`src/rtl/core_mem_pkg.sv`:
```
// Shared types and constants for the core memory arbiter.
// Owner encoding tracks which requester gets next cycle's RAM response.
package core_mem_pkg;

   localparam int CORE_DATA_W = 32;
   localparam int BE_W        = CORE_DATA_W / 8;

   typedef enum logic [1:0] {
      OWN_NONE = 2'd0,
      OWN_I    = 2'd1,
      OWN_D    = 2'd2
   } owner_e;

endpackage

```
`src/rtl/core_mem_arbiter.sv`:
```
// Single-port RAM arbiter between instruction fetch and load/store.
// Data-first priority with a bounded-streak starvation guard for fetch.
module core_mem_arbiter
   import core_mem_pkg::*;
#(
   parameter int ADDR_W      = 32,
   parameter int DATA_W      = CORE_DATA_W,
   parameter int MAX_DSTREAK = 4
) (
   input  logic                clk,
   input  logic                resetn,
   input  logic                i_req,
   input  logic [ADDR_W-1:0]   i_addr,
   output logic                i_gnt,
   output logic                i_rvalid,
   output logic [DATA_W-1:0]   i_rdata,
   input  logic                d_req,
   input  logic                d_we,
   input  logic [DATA_W/8-1:0] d_be,
   input  logic [ADDR_W-1:0]   d_addr,
   input  logic [DATA_W-1:0]   d_wdata,
   output logic                d_gnt,
   output logic                d_rvalid,
   output logic [DATA_W-1:0]   d_rdata,
   output logic                m_en,
   output logic [DATA_W/8-1:0] m_we,
   output logic [ADDR_W-3:0]   m_addr,
   output logic [DATA_W-1:0]   m_wdata,
   input  logic [DATA_W-1:0]   m_rdata
);

   localparam int SW = (MAX_DSTREAK < 1) ? 1 : $clog2(MAX_DSTREAK + 1);
   localparam logic [SW-1:0] SMAX = SW'(MAX_DSTREAK);

   owner_e        owner_q;
   logic          st_q;
   logic [SW-1:0] dstreak_q;
   logic          pick_d;
   logic          pick_i;

   // With MAX_DSTREAK==0 the streak is always saturated, so fetch always wins.
   always_comb begin
      pick_d = 1'b0;
      pick_i = 1'b0;
      if (resetn) begin
         if (d_req && !(i_req && dstreak_q == SMAX))
            pick_d = 1'b1;
         else if (i_req)
            pick_i = 1'b1;
      end
   end

   always_comb begin
      i_gnt   = pick_i;
      d_gnt   = pick_d;
      m_en    = pick_i | pick_d;
      m_we    = '0;
      m_addr  = '0;
      m_wdata = '0;
      unique case (1'b1)
         pick_d: begin
            m_we    = d_we ? d_be : '0;
            m_addr  = d_addr[ADDR_W-1:2];
            m_wdata = d_wdata;
         end
         pick_i: begin
            m_addr  = i_addr[ADDR_W-1:2];
         end
         default: ;
      endcase
   end

   always_ff @(posedge clk) begin
      if (!resetn) begin
         owner_q   <= OWN_NONE;
         st_q      <= 1'b0;
         dstreak_q <= '0;
      end else begin
         if (pick_d)
            owner_q <= OWN_D;
         else if (pick_i)
            owner_q <= OWN_I;
         else
            owner_q <= OWN_NONE;
         st_q <= pick_d & d_we;
         if (pick_i || !i_req)
            dstreak_q <= '0;
         else if (pick_d && dstreak_q != SMAX)
            dstreak_q <= dstreak_q + SW'(1);
      end
   end

   // Responses are gated by reset so an in-flight access is dropped.
   always_comb begin
      i_rvalid = resetn && (owner_q == OWN_I);
      d_rvalid = resetn && (owner_q == OWN_D);
      i_rdata  = i_rvalid ? m_rdata : '0;
      d_rdata  = (d_rvalid && !st_q) ? m_rdata : '0;
   end

endmodule

```
`config.mk`:
```
export PLATFORM = sky130hd
export DESIGN_NAME = core_mem_arbiter
export DESIGN_NICKNAME = d
export VERILOG_FILES = /design/src/rtl/core_mem_pkg.sv /design/src/rtl/core_mem_arbiter.sv
export SDC_FILE = /design/constraint.sdc
export NUM_CORES = 1
export LEC_CHECK = 0
export CORE_ASPECT_RATIO = 0.5
export CORE_MARGIN = 2
export CORE_UTILIZATION = 20
export CTS_BUF_LIST = sky130_fd_sc_hd__clkbuf_8
export DETAILED_ROUTE_END_ITERATION = 10
export PLACE_DENSITY_LB_ADDON = 0.1
export SKIP_LAST_GASP = 1
export SLEW_MARGIN = 10
export SYNTH_ARGS = -nofsm -noshare
export SYNTH_HDL_FRONTEND = slang
export SYNTH_SLANG_ARGS = --single-unit
```
`constraint.sdc`:
```
create_clock -name clk -period 1.49 [get_ports clk]
set_input_delay 0.298 -clock clk [delete_from_list [all_inputs] [get_ports clk]]
set_output_delay 0.298 -clock clk [all_outputs]
set_load 0.005 [all_outputs]
```
==> impl_results.md <==
* Pre-CTS setup slack at -780.4 ps
* CTS Sinks at 6
* Final slew viol count at 0
* Min setup slack post-route at -389.6 ps
* First-pass GRT wire length at 16.07 mm
* Clock root cell: clkbuf_8
* Placement Cell Area at 4547 µm²
* Yosys warns at 0
* Top cell type's share of synthesized area at between 20% and 30%
* Worst slew pin tran at 329.8 ps
* Reg2Reg Capture Point: st_q
* Most frequent cells in the layout: clkdlybuf4s50_1, buf_6, and2_4
* Final Hold Viols at 0
* Leakage at 2.605 nW
* Post-synthesis register bit count at 6
* EDFF count, synth at 0
* WHS Endpoint: dstreak_q[0]
* Worst-path clk slew at around 40 ps
* Most common cell after layout, fill and taps aside: clkdlybuf4s50_1
* Yosys top cell by area: and2_1
* Reg2reg path depth at 7
* Die height at 68.16 µm
* Fin crit share at 126.1%
* Seq/Total Area, Yosys at under 10%
* Routed wire length at 12.72 mm
* H-Tree Depth at 1
* CP arrival at 1580 ps
* DP Wirelength at 7.491 mm
* Min Tclk post-route at 1880 ps
* CP Class: flip-flop to primary output
* Setup crit start kind: flip-flop
* Largest stage delay on the critical path at 330 ps
* I/O Pins at 272
* Port buffer count at 267
* TritonCTS Buffers at 3
* Starting density of the core at 20.58%
* Failing checks: negative setup slack
* Vias in the first global route at 2836
* HP Class: flip-flop to flip-flop
* Slowest CP cell: dfxtp_2
* Fraction of layout cells with a size suffix above 1 at 60.91%
* Die X-Extent at 132.3 µm
* Syn_nets at 399
* Unrepaired setup endpoints after global routing: true
* Cell Pwr Density at between 200 and 300 nW/µm²
* Worst-skew pair later-pin latency at 220 ps
* Initial DRC Count at 90
* Most common flop cell mapped by yosys: dfxtp_1
* Remaining Overflow, GRT at 0
* CTS tree: done
* Cell variety after synth at 26
* Initial antenna violation count at 0
* Cells after Synth at 260
* Worst-path maximum fanout at 6
* Post-route cell area at approximately 5800 µm²
* Vias per cell at 4.708
* CP required at 1190 ps
* R2R Path Start: dstreak_q[0]
* Worst path cell trace: inv_2, ha_4, buf_6, a21boi_4, buf_12, buf_12, o22ai_2, buf_2
* Clk buf depth at 2
* Synth top area cells: and2_1, nand3_1, and3_1
* Slew HR at 77.96%
* Ys async rst share at 0%
* Worst hold stages at 2
* Area growth syn-to-layout at 253.9%
* Max-cap check violation count at 0
* Hold Crit Start: dstreak_q[0]
* Core box area at 8000 µm²
* DRC at 0
* Final setup fails at 133
* CP Capture Type: primary output
* Nets at 714
* Worst Skew at 0.3737 ps
* Run status: finished with violations
* Gr usage total at 22.34%
* FP Rows at 23
* GPL Wtd Cong at 0.8092
* Syn avg cell area at between 6 and 7 µm²
* Largest net degree at the start of global routing at 36
* CP most frequent cell: buf_12
* Antenna diodes at 0
* Routed len/inst at about 19 µm
* Fmax at 0.5320 GHz
* Die footprint at 9019 µm²
* Mapped cell area at 1647 µm²
* Worst vdd ir at ~210 µV
* DRT antenna net count at 0
* Layout fillers at 555
* DR pass1 iterations at 4
* R2R setup slack at 110 ps
* DR vias at 3225
[layer usage]
metal,vias to the layer above,part of all wire (%),global-route usage (%)
li1,1555,-,-
met1,1538,39,26.47
met2,112,53,42.94
met3,20,5.5,4.593
met4,0,1.9,4.435
met5,-,0,0
[synth_stat cells, drive strengths merged, types with 2 or more instances]
| cell | count |
|---|---|
| nand3 | 62 |
| and3b | 2 |
| buf | 22 |
| nor2 | 4 |
| nand2 | 7 |
| and2 | 65 |
| and3 | 34 |
| inv | 2 |
| clkbuf | 12 |
| nor3 | 4 |
| dfxtp | 6 |
| ha | 2 |
| o22ai | 30 |
[report_power, final]
part / total [mW] / internal [mW] / switching, mW
Clock: 0.245 / 0.174 / 0.0713
Sequential: 0.170 / 0.167 / 0.00262
Combinational: 1.14 / 0.763 / 0.379
[critical path, delay by kind of cell, from the launching register on]
kind                       cells  cell delay [ps]
adders and majority gates      1              170
DFF                            1              330
AOI/OAI and AO/OA              2              280
buffers and inverters          5              570
[sequential cells by signal, summed over array words and instances, names as in the netlist]
register   count
dstreak_q      3
owner_q        2
st_q           1
[timing repair]
| action | CTS | global route |
|---|---|---|
| hold buffers | 0 | 0 |
| buffers inserted | 36 | 7 |
| setup endpoints to repair | 135 | 134 |
| resized for setup | 657 | 162 |
| pin swaps | 83 | 27 |
| hold endpoints to repair | 0 | 0 |
| cloned | 11 | 3 |
[cell type report]
cell class                      instances  area (µm²)  share of cell area, %
Multi-Input combinational cell        218        1812                  31.09
Sequential cell                         6       126.4                  2.169
Inverter                                2       7.507                 0.1288
Tap cell                              112       140.1                  2.405
Timing Repair Buffer                  344        3700                  63.50
Clock buffer                            3       41.29                 0.7086
[worst max path at each step]
stage,startpoint,to,cells past startpoint
5_1_grt,dstreak_q[1],m_addr[23],7
4_1_cts,dstreak_q[1],m_addr[26],8
3_3_place_gp,d_req,m_addr[3],5
2_1_floorplan,dstreak_q[0],m_addr[16],6
3_5_place_dp,i_req,m_we[2],5
6_report,dstreak_q[1],m_addr[16],8
[logic make-up after synthesis]
logic type                 after synthesis  share of synthesized area (%)
and+or+nand+nor                        183                          64.21
adders and majority gates                2                          1.520
AOI/OAI and AO/OA                       33                          14.36
DFF                                      6                          7.295
buffers and inverters                   36                          12.61
[per-stage QoR]
step / cells / power [mW] / setup TNS (ps) / utilization, % / hold WS, ps
detailed placement: 632 / 1.087 / -70820 / 56.83 / 503.2
CTS: 680 / 1.451 / -33360 / 65.98 / 501.5
global placement: 632 / 1.083 / -71450 / 56.83 / 505.4
global route: 685 / 1.642 / -36360 / 72.83 / 529.3
floorplan: 260 / 0.4143 / 0 / - / 425.7
finish: 685 / 1.557 / -30710 / 72.83 / 501.0
(Power assumes the default switching activity.)
